File: src/rtl/cordic_uart_bridge.sv
// ---------------------------------------------------------------------------
// cordic_uart_bridge
// Framing bridge between a byte-wide UART (RX/TX) and a pipelined CORDIC core.
//   RX: hunts for SYNC_BYTE, collects IN_BYTES payload bytes (plus an optional
//       XOR checksum byte), unpacks x/y/phase MSB-first and issues a
//       one-cycle cordic_enable. Issue is credit-limited so that the result
//       FIFO can never overflow.
//   TX: pops {res_x,res_y} from the result FIFO and sends
//       SYNC, OUT_BYTES data bytes MSB-first, then an optional XOR checksum.
// Ports:
//   clk, reset                       clock, async active-high reset
//   rx_dv, rx_byte                   byte strobe from UART_RX
//   tx_dv, tx_byte, tx_active,
//   tx_done                          handshake with UART_TX
//   cordic_enable/x/y/phase/aux      operand issue to the CORDIC
//   res_valid, res_x, res_y          results returned by the CORDIC
//   frame_err_cnt, drop_cnt          saturating error counters
//   busy                             any frame or result still in flight
// ---------------------------------------------------------------------------
module cordic_uart_bridge #(
  parameter int         XY_W        = 10,
  parameter int         PH_W        = 12,
  parameter logic [7:0] SYNC_BYTE   = 8'hA5,
  parameter bit         CHK_EN      = 1'b1,
  parameter int         TIMEOUT_CYC = 100000,
  parameter int         FIFO_DEPTH  = 4
) (
  input  logic            clk,
  input  logic            reset,
  input  logic            rx_dv,
  input  logic [7:0]      rx_byte,
  output logic            tx_dv,
  output logic [7:0]      tx_byte,
  input  logic            tx_active,
  input  logic            tx_done,
  output logic            cordic_enable,
  output logic [XY_W-1:0] cordic_x,
  output logic [XY_W-1:0] cordic_y,
  output logic [PH_W-1:0] cordic_phase,
  output logic            cordic_aux,
  input  logic            res_valid,
  input  logic [XY_W-1:0] res_x,
  input  logic [XY_W-1:0] res_y,
  output logic [7:0]      frame_err_cnt,
  output logic [7:0]      drop_cnt,
  output logic            busy
);

  localparam int IN_BITS   = 2*XY_W + PH_W;
  localparam int IN_BYTES  = (IN_BITS + 7) / 8;
  localparam int IN_W      = IN_BYTES * 8;
  localparam int OUT_BITS  = 2*XY_W;
  localparam int OUT_BYTES = (OUT_BITS + 7) / 8;
  localparam int OUT_W     = OUT_BYTES * 8;
  localparam int OUT_PAD   = OUT_W - OUT_BITS;
  localparam int TX_LAST   = OUT_BYTES + (CHK_EN ? 1 : 0);
  localparam int PTR_W     = (FIFO_DEPTH > 1) ? $clog2(FIFO_DEPTH) : 1;
  localparam int OCC_W     = PTR_W + 1;

  typedef enum logic [1:0] {R_HUNT, R_PAYLOAD, R_CHECK} rx_state_t;
  typedef enum logic [1:0] {T_IDLE, T_SEND, T_WAIT} tx_state_t;

  rx_state_t            rx_state_q, rx_state_d;
  logic [3:0]           rx_cnt_q, rx_cnt_d;
  logic [7:0]           rx_xor_q, rx_xor_d;
  logic [IN_W-1:0]      payload_q, payload_d;
  logic [31:0]          tmo_q, tmo_d;
  logic                 issue_q, issue_d;
  logic [XY_W-1:0]      cx_q, cx_d, cy_q, cy_d;
  logic [PH_W-1:0]      cph_q, cph_d;
  logic [OCC_W-1:0]     outst_q, outst_d;
  logic [7:0]           ferr_q, ferr_d, drop_q, drop_d;
  tx_state_t            tx_state_q, tx_state_d;
  logic [OUT_W-1:0]     tx_shift_q, tx_shift_d;
  logic [7:0]           tx_xor_q, tx_xor_d, tx_byte_q, tx_byte_d;
  logic [3:0]           tx_idx_q, tx_idx_d;
  logic                 tx_dv_q, tx_dv_d;
  logic [PTR_W-1:0]     wr_ptr_q, wr_ptr_d, rd_ptr_q, rd_ptr_d;
  logic [OCC_W-1:0]     fcnt_q, fcnt_d;
  logic [OUT_BITS-1:0]  fifo_mem [FIFO_DEPTH];

  logic accept, chk_fail, tmo_hit, drop_rx, drop_fifo, push, pop;
  logic fifo_full, fifo_empty;
  logic [OUT_BITS-1:0] fifo_rd;

  function automatic logic [7:0] sat_add(input logic [7:0] v, input logic [1:0] inc);
    logic [8:0] s;
    s = {1'b0, v} + {7'b0, inc};
    return s[8] ? 8'hFF : s[7:0];
  endfunction

  assign fifo_full  = (fcnt_q == OCC_W'(FIFO_DEPTH));
  assign fifo_empty = (fcnt_q == '0);
  assign fifo_rd    = fifo_mem[rd_ptr_q];

  // RX framing: sync hunt, payload shift with running XOR, checksum compare,
  // inter-byte timeout. A byte arriving on the expiry cycle beats the timeout.
  always_comb begin
    rx_state_d = rx_state_q;
    rx_cnt_d   = rx_cnt_q;
    rx_xor_d   = rx_xor_q;
    payload_d  = payload_q;
    accept     = 1'b0;
    chk_fail   = 1'b0;
    tmo_hit    = 1'b0;
    if (rx_dv || rx_state_q == R_HUNT) tmo_d = '0;
    else                               tmo_d = tmo_q + 32'd1;
    case (rx_state_q)
      R_HUNT: begin
        if (rx_dv && rx_byte == SYNC_BYTE) begin
          rx_state_d = R_PAYLOAD;
          rx_cnt_d   = '0;
          rx_xor_d   = '0;
        end
      end
      R_PAYLOAD: begin
        if (rx_dv) begin
          payload_d = (payload_q << 8) | IN_W'(rx_byte);
          rx_xor_d  = rx_xor_q ^ rx_byte;
          rx_cnt_d  = rx_cnt_q + 4'd1;
          if (rx_cnt_q == 4'(IN_BYTES - 1)) begin
            if (CHK_EN) rx_state_d = R_CHECK;
            else begin
              accept     = 1'b1;
              rx_state_d = R_HUNT;
            end
          end
        end
      end
      R_CHECK: begin
        if (rx_dv) begin
          rx_state_d = R_HUNT;
          if (rx_byte == rx_xor_q) accept   = 1'b1;
          else                     chk_fail = 1'b1;
        end
      end
      default: rx_state_d = R_HUNT;
    endcase
    if (TIMEOUT_CYC != 0 && !rx_dv && rx_state_q != R_HUNT &&
        tmo_q == 32'(TIMEOUT_CYC - 1)) begin
      tmo_hit    = 1'b1;
      rx_state_d = R_HUNT;
      tmo_d      = '0;
    end
  end

  // Issue only while a FIFO slot is reserved for the result; operands are
  // captured from the completed payload and held until the next issue.
  always_comb begin
    issue_d = accept && (outst_q < OCC_W'(FIFO_DEPTH));
    drop_rx = accept && !(outst_q < OCC_W'(FIFO_DEPTH));
    cx_d    = cx_q;
    cy_d    = cy_q;
    cph_d   = cph_q;
    if (issue_d) begin
      cx_d  = payload_d[IN_W-1 -: XY_W];
      cy_d  = payload_d[IN_W-1-XY_W -: XY_W];
      cph_d = payload_d[IN_W-1-2*XY_W -: PH_W];
    end
  end

  // TX framing: launch SYNC from idle, then one byte per tx_done.
  always_comb begin
    tx_state_d = tx_state_q;
    tx_shift_d = tx_shift_q;
    tx_xor_d   = tx_xor_q;
    tx_byte_d  = tx_byte_q;
    tx_idx_d   = tx_idx_q;
    tx_dv_d    = 1'b0;
    pop        = 1'b0;
    case (tx_state_q)
      T_IDLE: begin
        if (!fifo_empty && !tx_active) begin
          pop        = 1'b1;
          tx_shift_d = OUT_W'(fifo_rd) << OUT_PAD;
          tx_byte_d  = SYNC_BYTE;
          tx_dv_d    = 1'b1;
          tx_xor_d   = '0;
          tx_idx_d   = '0;
          tx_state_d = T_WAIT;
        end
      end
      T_SEND: begin
        tx_dv_d    = 1'b1;
        tx_idx_d   = tx_idx_q + 4'd1;
        tx_state_d = T_WAIT;
        if (tx_idx_q < 4'(OUT_BYTES)) begin
          tx_byte_d  = tx_shift_q[OUT_W-1 -: 8];
          tx_xor_d   = tx_xor_q ^ tx_shift_q[OUT_W-1 -: 8];
          tx_shift_d = tx_shift_q << 8;
        end else begin
          tx_byte_d  = tx_xor_q;
        end
      end
      T_WAIT: begin
        if (tx_done) tx_state_d = (tx_idx_q == 4'(TX_LAST)) ? T_IDLE : T_SEND;
      end
      default: tx_state_d = T_IDLE;
    endcase
  end

  // Result FIFO bookkeeping, credit tracking and saturating counters.
  always_comb begin
    push      = res_valid && !fifo_full;
    drop_fifo = res_valid && fifo_full;
    wr_ptr_d  = push ? wr_ptr_q + PTR_W'(1) : wr_ptr_q;
    rd_ptr_d  = pop  ? rd_ptr_q + PTR_W'(1) : rd_ptr_q;
    fcnt_d    = fcnt_q;
    if (push && !pop)      fcnt_d = fcnt_q + OCC_W'(1);
    else if (pop && !push) fcnt_d = fcnt_q - OCC_W'(1);
    outst_d = outst_q;
    if (issue_d && !pop)                      outst_d = outst_q + OCC_W'(1);
    else if (pop && !issue_d && outst_q != 0) outst_d = outst_q - OCC_W'(1);
    ferr_d = sat_add(ferr_q, {1'b0, chk_fail | tmo_hit});
    drop_d = sat_add(drop_q, {1'b0, drop_rx} + {1'b0, drop_fifo});
  end

  always_ff @(posedge clk) begin
    if (push) fifo_mem[wr_ptr_q] <= {res_x, res_y};
  end

  always_ff @(posedge clk or posedge reset) begin
    if (reset) begin
      rx_state_q <= R_HUNT;
      rx_cnt_q   <= '0;
      rx_xor_q   <= '0;
      payload_q  <= '0;
      tmo_q      <= '0;
      issue_q    <= 1'b0;
      cx_q       <= '0;
      cy_q       <= '0;
      cph_q      <= '0;
      outst_q    <= '0;
      ferr_q     <= '0;
      drop_q     <= '0;
      tx_state_q <= T_IDLE;
      tx_shift_q <= '0;
      tx_xor_q   <= '0;
      tx_byte_q  <= '0;
      tx_idx_q   <= '0;
      tx_dv_q    <= 1'b0;
      wr_ptr_q   <= '0;
      rd_ptr_q   <= '0;
      fcnt_q     <= '0;
    end else begin
      rx_state_q <= rx_state_d;
      rx_cnt_q   <= rx_cnt_d;
      rx_xor_q   <= rx_xor_d;
      payload_q  <= payload_d;
      tmo_q      <= tmo_d;
      issue_q    <= issue_d;
      cx_q       <= cx_d;
      cy_q       <= cy_d;
      cph_q      <= cph_d;
      outst_q    <= outst_d;
      ferr_q     <= ferr_d;
      drop_q     <= drop_d;
      tx_state_q <= tx_state_d;
      tx_shift_q <= tx_shift_d;
      tx_xor_q   <= tx_xor_d;
      tx_byte_q  <= tx_byte_d;
      tx_idx_q   <= tx_idx_d;
      tx_dv_q    <= tx_dv_d;
      wr_ptr_q   <= wr_ptr_d;
      rd_ptr_q   <= rd_ptr_d;
      fcnt_q     <= fcnt_d;
    end
  end

  assign cordic_enable = issue_q;
  assign cordic_aux    = issue_q;
  assign cordic_x      = cx_q;
  assign cordic_y      = cy_q;
  assign cordic_phase  = cph_q;
  assign tx_dv         = tx_dv_q;
  assign tx_byte       = tx_byte_q;
  assign frame_err_cnt = ferr_q;
  assign drop_cnt      = drop_q;
  assign busy          = (rx_state_q != R_HUNT) || (tx_state_q != T_IDLE) || !fifo_empty;

endmodule

File: config.mk
export PLATFORM = sky130hd
export DESIGN_NAME = cordic_uart_bridge
export DESIGN_NICKNAME = d
export VERILOG_FILES = /design/src/rtl/cordic_uart_bridge.sv
export SDC_FILE = /design/constraint.sdc
export NUM_CORES = 1
export LEC_CHECK = 0
export BUFFER_PORTS_ARGS = -buffer_cell sky130_fd_sc_hd__buf_2
export CAP_MARGIN = 20
export CORE_MARGIN = 5
export CORE_UTILIZATION = 40
export CTS_CLUSTER_SIZE = 12
export DETAILED_ROUTE_END_ITERATION = 6
export GPL_TIMING_DRIVEN = 0
export PLACE_DENSITY = 0.58
export SLEW_MARGIN = 5
export SYNTH_ARGS = -nofsm -noshare
export SYNTH_HDL_FRONTEND = slang
export SYNTH_SLANG_ARGS = --single-unit
File: constraint.sdc
create_clock -name clk -period 10.9 [get_ports clk]
set_input_delay 1.09 -clock clk [delete_from_list [all_inputs] [get_ports clk]]
set_output_delay 1.09 -clock clk [all_outputs]
set_load 0.01 [all_outputs]
==> run metrics, run 1 <==
switching pwr 0.000796 W; DRC viols 0; sequential area share after synthesis 0.620; combinational fraction of design power 0.206; VDD IR-drop max roughly 0.00015 V; Final Instance Area between 0.01 and 0.015 mm2; min cycle time layout 3350 ps; Post-Synthesis Cells 917; Compound-Gate Fraction of Synth Area 0.0324; LEAKAGE 5.67 nW; # H-tree levels 1; Routed WL 23000 um; main combinational cell family by area after synthesis simple AND/OR/NAND/NOR gates; layout cells sized above 1 0.228; WP data required 11300 ps; Ys Warns 0; drt via density between 4 and 5; WP data arrival 3750 ps; CTS buffer count 29; Slew HR 0.305; worst path cell trace buf_2 > xnor2_1 > nand4_1 > nor4_4 > buf_4 > nand2_1 > fa_1 > mux2_2 > nand2_1 > nand4b_1; Tcrit/Tclk final 0.307; Worst setup SP type input port; buffers and inverters on the worst path 2; ANT cells 0; Synth Area in Adders 0.0189; Mapped Nets 966; clock tree from TritonCTS done; # setup viols final 0; die width 177 um; 1st-pass router iterations 4; initial antenna violation count 0; vias in the first global route 7191; Root Buffer clkbuf_16; DP HPWL 15600 um; initial core utilization 0.403; dpl cell area 0.0121 mm2; unrepaired setup endpoints after global routing no; PwrDens 213 mW/mm2; post-DR wirelength/cell 16.0 um; mapped cell area about 0.011 mm2; top cell type's share of synthesized area 0.404; Post-synth EDFFs 80; switching fraction of total power 0.287; IO Port Bufs 92; FF+latch count, synth between 200 and 300; via count 7080; Final Skew 12.5 ps; io pins 94; Max Fclk 299 MHz; post-synthesis xor/xnor area fraction 0.0471; sum of negative setup slack 0 ps; status finished clean; gr ovfl total 0; CP delay by family, top simple AND/OR/NAND/NOR gates; fin. max-slew vios 0; minimum hold slack 468 ps; worst slew pin tran 1040 ps; die area ~0.031 mm2; Synth async-reset ratio 0.692; area share of and/or/nand/nor cells after synthesis 0.175; Crit-path slowest cell nor4_4; Yosys cell types between 50 and 60; Final Core Density 0.471; clk buf depth 3; clk slew on worst S/H paths 60 ps; ys flop type dfrtp_1; crit path kind input port to flop; hold violation count in the final report 0; number of max-cap violations 0; synthesized area per cell 12.2 um2; hold_buf cts 0; post-route ant nets 0; layout net count 1090; core area 0.0276 mm2; mux share of post-synthesis cell area 0.0853; global-route wire length before repair 37800 um; sequential share of power 0.461; Min-Delay Path Class flop to flop; Setup Fix Bufs, Post-CTS 0; Clk network pwr share 0.333; most frequent CP cell nand2_1; Internal Pwr Total 0.00198 W; placement row count 61; crit path capture type flop; Synth area leader dfrtp_1; largest net degree at the start of global routing 110; DRT iter0 DRCs about 430; Area Overhead vs Synth 16.9%; Die H 177 um; clk sinks 260; Worst Path Max Fanout 10; GP Congestion approximately 0.80; Max stage delay on crit path about 740 ps; post_cts resized 0; dominant cells by area after synthesis dfrtp_1 40%, edfxtp_1 22%, nand2_1 6.8%, mux2_2 4.0%, mux4_2 4.0%; GRT Util Overall 0.147; Clock Latency Late Sink 530 ps
==> synth_stat cells (4+ instances only) <==
library cell,count
nand2_1,203
dfrtp_1,180
edfxtp_1,80
nor2_1,64
mux2_2,40
nand3_1,36
xor2_1,34
o21ai_0,26
xnor2_1,26
mux4_2,20
nand4_1,20
a31oi_1,19
clkbuf_1,17
inv_1,14
nor3_1,13
ha_1,12
and3_1,8
buf_2,7
nor2_2,7
and2_1,6
nand2b_1,6
nor4_1,6
a21oi_1,5
mux2i_1,5
buf_1,4
buf_4,4
nor4_4,4
or3_1,4
==> layer usage <==
metal / track usage / up-vias / routed length, um
li1: - / 3457 / -
met1: 0.201 / 3466 / 10600
met2: 0.247 / 120 / 10900
met3: 0.0241 / 37 / 977
met4: 0.0403 / 0 / 524
met5: 0 / - / 0
==> state kept, by name, indices dropped and copies added (netlist names), 3 cells and up <==
| register | cells |
|---|---|
| cordic_phase | 12 |
| cordic_x | 10 |
| cordic_y | 10 |
| drop_cnt | 8 |
| fcnt_q | 3 |
| fifo_mem | 80 |
| frame_err_cnt | 8 |
| outst_q | 3 |
| payload_q | 32 |
| rx_cnt_q | 4 |
| rx_xor_q | 8 |
| tmo_q | 32 |
| tx_byte | 8 |
| tx_idx_q | 4 |
| tx_shift_q | 20 |
| tx_xor_q | 8 |
==> cell usage in the layout, fill, tap and decap left out, types with 20 or more instances in the layout <==
cell type / netlist / final
buf_2: 7 / 99
clkbuf_1: 17 / 20
clkbuf_16: 0 / 29
dfrtp_1: 180 / 180
edfxtp_1: 80 / 80
mux2_2: 40 / 40
mux4_2: 20 / 20
nand2_1: 203 / 203
nand3_1: 36 / 36
nand4_1: 20 / 20
nor2_1: 64 / 64
o21ai_0: 26 / 26
xnor2_1: 26 / 26
xor2_1: 34 / 34
==> cell type report <==
class,count,area [um2]
clock inverter,10,77.6
tap,378,473
inverter,15,63.8
clock buffer,39,833
timing repair buffer,93,488
multi-input combinational,607,4000
buffer,35,181
fill,2597,14600
sequential,260,6910
==> path summary, 6_finish.rpt <==
| path | startpoint | end | slack [ps] | cells after the start |
|---|---|---|---|---|
| max in group asynchronous | reset | cordic_y[7] | 9360 | 3 |
| setup / recovery | rx_byte[6] | outst_q[1] | 7550 | 10 |
| min in group asynchronous | reset | frame_err_cnt[2] | 630 | 2 |
| setup reg to reg | rx_xor_q[6] | outst_q[1] | 7820 | 9 |
| hold reg to reg | payload_q[25] | payload_q[25] | 470 | 2 |
| hold / removal | payload_q[25] | payload_q[25] | 470 | 2 |
==> worst reg2reg max path: stages, from the launching register on <==
cell	delay [ps]
dfrtp_1	410
xnor2_1	200
nand4_1	220
nor4_4	740
buf_4	350
nand2_1	90
fa_1	510
mux2_2	290
nand2_1	60
nand4b_1	90
==> per-stage QoR <==
stage	setup WS, ps	instances	total power [W]
2_1_floorplan	4920	917	0.00170
3_3_place_gp	2610	1387	0.00187
3_5_place_dp	6970	1388	0.00188
4_1_cts	7540	1437	0.00282
5_1_grt	7390	1437	0.00294
6_report	7550	1437	0.00277
==> power by group through the flow <==
stage          combinational (W)  clock [W]  sequential, W
2_1_floorplan           0.000418          0        0.00128
3_5_place_dp            0.000584          0        0.00130
4_1_cts                 0.000586   0.000955        0.00128
3_3_place_gp            0.000572          0        0.00129
6_report                0.000571   0.000925        0.00128
5_1_grt                 0.000649   0.000995        0.00130
==> logic make-up after synthesis <==
| family | Yosys count |
|---|---|
| compound gates | 61 |
| xor+xnor | 60 |
| fa+ha+maj | 15 |
| buf+inv | 50 |
| flops | 260 |
| mux | 65 |
| simple gates | 406 |
No activity file was read; power rests on OpenSTA's default activity.
==> inputs of run 2 (changes only) <==
--- a/config.mk
+++ b/config.mk
@@ -5,6 +5,7 @@
 export SDC_FILE = /design/constraint.sdc
 export NUM_CORES = 1
 export LEC_CHECK = 0
+export ABC_AREA = 1
 export BUFFER_PORTS_ARGS = -buffer_cell sky130_fd_sc_hd__buf_2
 export CAP_MARGIN = 20
 export CORE_MARGIN = 5
@@ -12,7 +13,7 @@
 export CTS_CLUSTER_SIZE = 12
 export DETAILED_ROUTE_END_ITERATION = 6
 export GPL_TIMING_DRIVEN = 0
-export PLACE_DENSITY = 0.58
+export PLACE_DENSITY = 0.6
 export SLEW_MARGIN = 5
 export SYNTH_ARGS = -nofsm -noshare
 export SYNTH_HDL_FRONTEND = slang
==> constraint.sdc (replaced) <==
create_clock -name clk -period 3 [get_ports clk]
set_input_delay 0.3 -clock clk [delete_from_list [all_inputs] [get_ports clk]]
set_output_delay 0.3 -clock clk [all_outputs]
set_load 0.01 [all_outputs]
==> run metrics, run 2 <==
post-DR wirelength/cell about 15 um; Max stage delay on crit path 380 ps; clk sinks 260; top cell type's share of synthesized area 0.395; Mapped Nets 1222; status finished clean; DRT iter0 DRCs 436; ANT cells 0; CP delay by family, top simple AND/OR/NAND/NOR gates; Area Overhead vs Synth 19.9%; Post-Layout Cell Count 1726; R2R Path Start tmo_q[0]; 1st-pass router iterations 5; placement row count between 60 and 70; sequential share of power 0.425; Clk network pwr share 0.300; flop2flop setup slack 380 ps; Critical path destination frame_err_cnt[2]; fin. max-slew vios 0; buffers and inverters on the worst path 1; top-count cell post-synth nand2_1; Multi-input gate area 0.00387 mm2; Final Skew 5.02 ps; FF+latch area roughly 0.0069 mm2; WP data arrival about 3100 ps; hold_buf cts 22; Final Instance Area 0.0137 mm2; Largest register FFs 80; Root Buffer clkbuf_16; top cells by count, synth 272 x nand2_1, 180 x dfrtp_1, 129 x nor2_1, 105 x inv_1, 80 x edfxtp_1; CTS buffer count 28; VDD IR-drop max 0.000580 V; Clock Latency Late Sink roughly 530 ps; Max Fclk 381 MHz; mapped cell area between 0.01 and 0.015 mm2; Ys Warns 0; Worst Path Max Fanout 7; GP Congestion 0.829; FF-to-FF path depth 13; end of the worst register-to-register path frame_err_cnt[2]; drt via density 4.91; DP HPWL 18400 um; Die H 179 um; synthesized area per cell 9.72 um2; placed cell count 1652; hold violation count in the final report 0; layout net count roughly 1400; initial core utilization 0.408; # H-tree levels 1; crit path capture type flop; most frequent cells in the layout 272 x nand2_1, 180 x dfrtp_1, 125 x nor2_1; post-route ant nets 0; PwrDens 845 mW/mm2; Min-Delay Path Class input port to flop; switching fraction of total power 0.330; worst path cell trace ha_1 > nand2_2 > nor2_4 > inv_2 > nor2_2 > nand4_1 > o21ai_0 > ha_1 > ha_1 > nand2_1 > nor2_1 > nand3_1 > o21ai_0; via count 8478; critical path depth 13; gr ovfl total 0; clock tree from TritonCTS done; ys flop type dfrtp_1; die area 0.0320 mm2; LEAKAGE 6.40 nW; critical path startpoint tmo_q[0]; Post-Synthesis Cells 1173; io pins 94; Setup Fix Bufs, Post-CTS 0; Tcrit/Tclk final 0.875; crit path kind flop to flop; dominant cells by area after synthesis dfrtp_1 39%, edfxtp_1 21%, nand2_1 9.0%, nor2_1 4.2%, inv_1 3.5%; most frequent CP cell ha_1; Synth area leader dfrtp_1; unrepaired setup endpoints after global routing no; Yosys cell types 45; Synth async-reset ratio 0.692; FF+latch count, synth 260; largest net degree at the start of global routing 38; most common cell after layout, fill and taps aside nand2_1; vias in the first global route between 8000 and 9000; die width 179 um; clk slew on worst S/H paths around 60 ps; DRC viols 0; Slew HR 0.453; Internal Pwr Total 0.00775 W; number of max-cap violations 0; biggest registers after layout fifo_mem (80), payload_q (32), tmo_q (32); FILL cells 2647; initial antenna violation count 0; # setup viols final 0; IO Port Bufs 92; global-route wire length before repair 42600 um; clk buf depth 3; Worst setup SP type flop; switching pwr 0.00381 W; combinational fraction of design power 0.275; Post-synth EDFFs 80; minimum hold slack roughly 130 ps; Crit-path slowest cell dfrtp_1; GRT Util Overall 0.163; dpl cell area 0.0125 mm2; Routed WL 25900 um; Top reg by flops fifo_mem; WP data required 3450 ps; min cycle time layout 2620 ps; post_cts resized 0; core area 0.0279 mm2; sequential area share after synthesis 0.605; layout cells sized above 1 0.167; worst slew pin tran 820 ps
[run 2: cell types whose count changed in the layout (fill, tap and decap cells not counted), moves of 19 or more]
| cell | delta |
|---|---|
| nand2_1 | +69 |
| a21oi_1 | +55 |
| mux2_2 | -40 |
| nor2_1 | +61 |
| xnor2_1 | -20 |
| o21ai_0 | +36 |
| dlygate4sd3_1 | +22 |
| xor2_1 | -19 |
| inv_1 | +91 |
| mux4_2 | -20 |
[run 2: per-stage QoR]
| step | power, W | setup WS (ps) | setup TNS (ps) | utilization |
|---|---|---|---|---|
| global route | 0.0124 | 103 | 0 | 0.490 |
| detailed placement | 0.00816 | 324 | 0 | 0.448 |
| CTS | 0.0117 | 331 | 0 | 0.490 |
| floorplan | 0.00713 | 391 | 0 | - |
| finish | 0.0116 | 376 | 0 | 0.490 |
| global placement | 0.00802 | -883 | -154810 | 0.442 |
[run 2: power by group through the flow]
stage	clock network (W)	registers, W	logic [W]
5_1_grt	0.00373	0.00501	0.00362
3_3_place_gp	0	0.00497	0.00306
4_1_cts	0.00357	0.00491	0.00322
2_1_floorplan	0	0.00493	0.00219
6_report	0.00347	0.00491	0.00317
3_5_place_dp	0	0.00498	0.00319
[run 2: cells by family after synthesis]
| family | Yosys count | share of synthesized area |
|---|---|---|
| AO/OA/AOI/OAI | 192 | 0.0971 |
| XOR/XNOR | 21 | 0.0161 |
| adder cells (fa/ha/maj) | 15 | 0.0184 |
| buffers and inverters | 155 | 0.0562 |
| flip-flops | 260 | 0.605 |
| AND/OR/NAND/NOR | 530 | 0.207 |
[run 2: metal layers]
| layer | vias up | wire length (um) | GRT usage |
|---|---|---|---|
| met5 | - | 0 | 0 |
| met2 | 168 | 12600 | 0.284 |
| met1 | 4064 | 11500 | 0.215 |
| li1 | 4208 | - | - |
| met4 | 0 | 542 | 0.0381 |
| met3 | 38 | 1270 | 0.0274 |
[run 2: final cells by class]
type,instances,share of cell area
sequential,260,0.505
clock inverter,6,0.00613
inverter,119,0.0330
multi-input combinational,758,0.283
clock buffer,46,0.0629
buffer,36,0.0141
tap,378,0.0346
timing repair buffer,123,0.0612
[run 2: worst min path at each step]
| stage | startpoint | end | cells after the start |
|---|---|---|---|
| after floorplan | tx_done | tx_state_q[1] | 1 |
| final | rx_byte[3] | rx_xor_q[3] | 4 |
| after CTS | rx_byte[3] | payload_q[3] | 3 |
| after global routing | rx_byte[3] | payload_q[3] | 3 |
| after global placement | tx_xor_q[5] | tx_xor_q[5] | 1 |
| after detailed placement | reset | drop_cnt[6] | 2 |
[run 2: worst reg2reg max path, delay by kind of cell (launching register included)]
| family | cells | cell delay, ps |
|---|---|---|
| flops | 1 | 380 |
| compound gates | 2 | 370 |
| simple gates | 7 | 1110 |
| fa+ha+maj | 3 | 630 |
| buf+inv | 1 | 70 |
==> inputs of run 3 (changes only) <==
--- a/config.mk
+++ b/config.mk
@@ -13,7 +13,7 @@
 export CTS_CLUSTER_SIZE = 12
 export DETAILED_ROUTE_END_ITERATION = 6
 export GPL_TIMING_DRIVEN = 0
-export PLACE_DENSITY = 0.6
+export PLACE_DENSITY = 0.58
 export SLEW_MARGIN = 5
 export SYNTH_ARGS = -nofsm -noshare
 export SYNTH_HDL_FRONTEND = slang
==> constraint.sdc (replaced) <==
create_clock -name clk -period 3.33 [get_ports clk]
set_input_delay 0.333 -clock clk [delete_from_list [all_inputs] [get_ports clk]]
set_output_delay 0.333 -clock clk [all_outputs]
set_load 0.01 [all_outputs]
==> run metrics, run 3 (synthesis gave the netlist of run 2 again) <==
DRC viols 0; Post-Layout Cell Count roughly 1700; most frequent cells in the layout 272 x nand2_1, 180 x dfrtp_1, 125 x nor2_1; Clk network pwr share 0.314; worst slew pin tran about 760 ps; GP Congestion between 0.8 and 0.9; sequential share of power 0.416; core area 0.0279 mm2; Clock Latency Late Sink between 500 and 600 ps; vias in the first global route approximately 8400; minimum hold slack 151 ps; post-DR wirelength/cell roughly 15 um; switching fraction of total power 0.328; via count 8478; WP data required 3780 ps; layout net count between 1000 and 1500; final worst slack 633 ps; fin. max-slew vios 0; initial core utilization 0.408; most common cell after layout, fill and taps aside nand2_1; Tcrit/Tclk final 0.810; Min-Delay Path Class input port to flop; min cycle time layout 2700 ps; Die H ~180 um; gr ovfl total 0; IO Port Bufs 92; Largest register FFs 80; initial antenna violation count 0; Routed WL 26000 um; LEAKAGE approximately 6.4 nW; placed cell count around 1700; die width between 150 and 200 um; GRT Util Overall 0.165; # setup viols final 0; die area 0.0320 mm2; largest net degree at the start of global routing 39; combinational fraction of design power 0.270; Area Overhead vs Synth 20.7%; VDD IR-drop max approximately 0.00046 V; Final Skew 13.9 ps; Worst setup SP type flop; CTS buffer count 29; status finished clean; Top reg by flops fifo_mem; drt via density about 4.9; PwrDens between 700 and 800 mW/mm2; Worst Path Max Fanout 7; unrepaired setup endpoints after global routing no; layout cells sized above 1 0.168; crit path kind flop to flop; WP data arrival 3150 ps; Max Fclk 371 MHz; Setup Fix Bufs, Post-CTS 0; 1st-pass router iterations 5; biggest registers after layout fifo_mem (80), payload_q (32), tmo_q (32); crit path capture type flop; placement row count 61; switching pwr 0.00349 W; DP HPWL approximately 19000 um; clk buf depth 3; Internal Pwr Total ~0.007 W; number of max-cap violations 0; # H-tree levels 1; clk slew on worst S/H paths 60 ps; clock tree from TritonCTS done; io pins 94; sum of negative setup slack 0 ps; global-route wire length before repair 43000 um; Slew HR 0.496; ANT cells 0; post-route ant nets 0; Root Buffer clkbuf_16; hold violation count in the final report 0; pre-CTS setup slack 623 ps; DRT iter0 DRCs 524; clk sinks 260
## run 3: cell types whose count changed in the layout (fill, tap and decap cells not counted)
cell	previous run	this run
buf_12	5	4
buf_16	0	2
clkbuf_1	21	19
buf_8	3	2
clkbuf_8	7	4
clkinvlp_4	1	2
bufinv_16	2	5
inv_16	0	1
## run 3: power by group through the flow
stage          clock [W]  sequential (W)  combinational [W]
2_1_floorplan          0         0.00445            0.00197
3_3_place_gp           0         0.00448            0.00276
3_5_place_dp           0         0.00449            0.00290
4_1_cts          0.00344         0.00443            0.00293
5_1_grt          0.00358         0.00451            0.00329
6_report         0.00334         0.00443            0.00288
## run 3: worst max-delay path: stages, from the launching register on
cell	delay [ps]
dfrtp_1	380
ha_1	200
nand2_2	90
nor2_4	170
inv_2	80
nor2_2	160
nand4_1	170
o21ai_0	220
ha_1	260
ha_1	170
nand2_1	100
nor2_1	180
nand3_1	260
o21ai_0	170
## run 3: layout make-up
type                            instances  area (um2)
Inverter                              119         452
Multi-Input combinational cell        758        3870
Tap cell                              378         473
Fill cell                            2651       14200
Buffer                                 36         193
Clock buffer                           41         811
Timing Repair Buffer                  123         857
Sequential cell                       260        6910
Clock inverter                         11         201
## run 3: what timing repair did
| action | CTS | global route |
|---|---|---|
| gates resized for setup | 0 | 0 |
| hold endpoints to repair | 99 | 0 |
| hold buffers | 22 | 0 |
## run 3: path summary, 6_finish.rpt
kind	from	to	slack [ps]	cells past startpoint
worst max-delay path	tmo_q[0]	frame_err_cnt[2]	630	13
worst min-delay path	rx_dv	rx_cnt_q[1]	150	3
worst max register to register	tmo_q[0]	frame_err_cnt[2]	630	13
worst min register to register	tx_xor_q[2]	tx_xor_q[2]	470	1
max in group asynchronous	reset	tx_dv	2100	5
min in group asynchronous	reset	frame_err_cnt[3]	410	3
## run 3: metal layers
layer | wire length [um] | vias to the layer above | GRT usage
met2 | 12500 | 157 | 0.283
li1 | - | 4217 | -
met5 | 0 | - | 0
met4 | 636 | 0 | 0.0403
met3 | 1170 | 41 | 0.0274
met1 | 11700 | 4063 | 0.220
## run 3: per-stage QoR
stage	power [W]	area (um2)	util
after floorplan	0.00642	11400	-
after CTS	0.0108	13800	0.493
after global placement	0.00724	12300	0.442
final	0.0107	13800	0.493
after detailed placement	0.00739	12500	0.449
after global routing	0.0114	13800	0.493
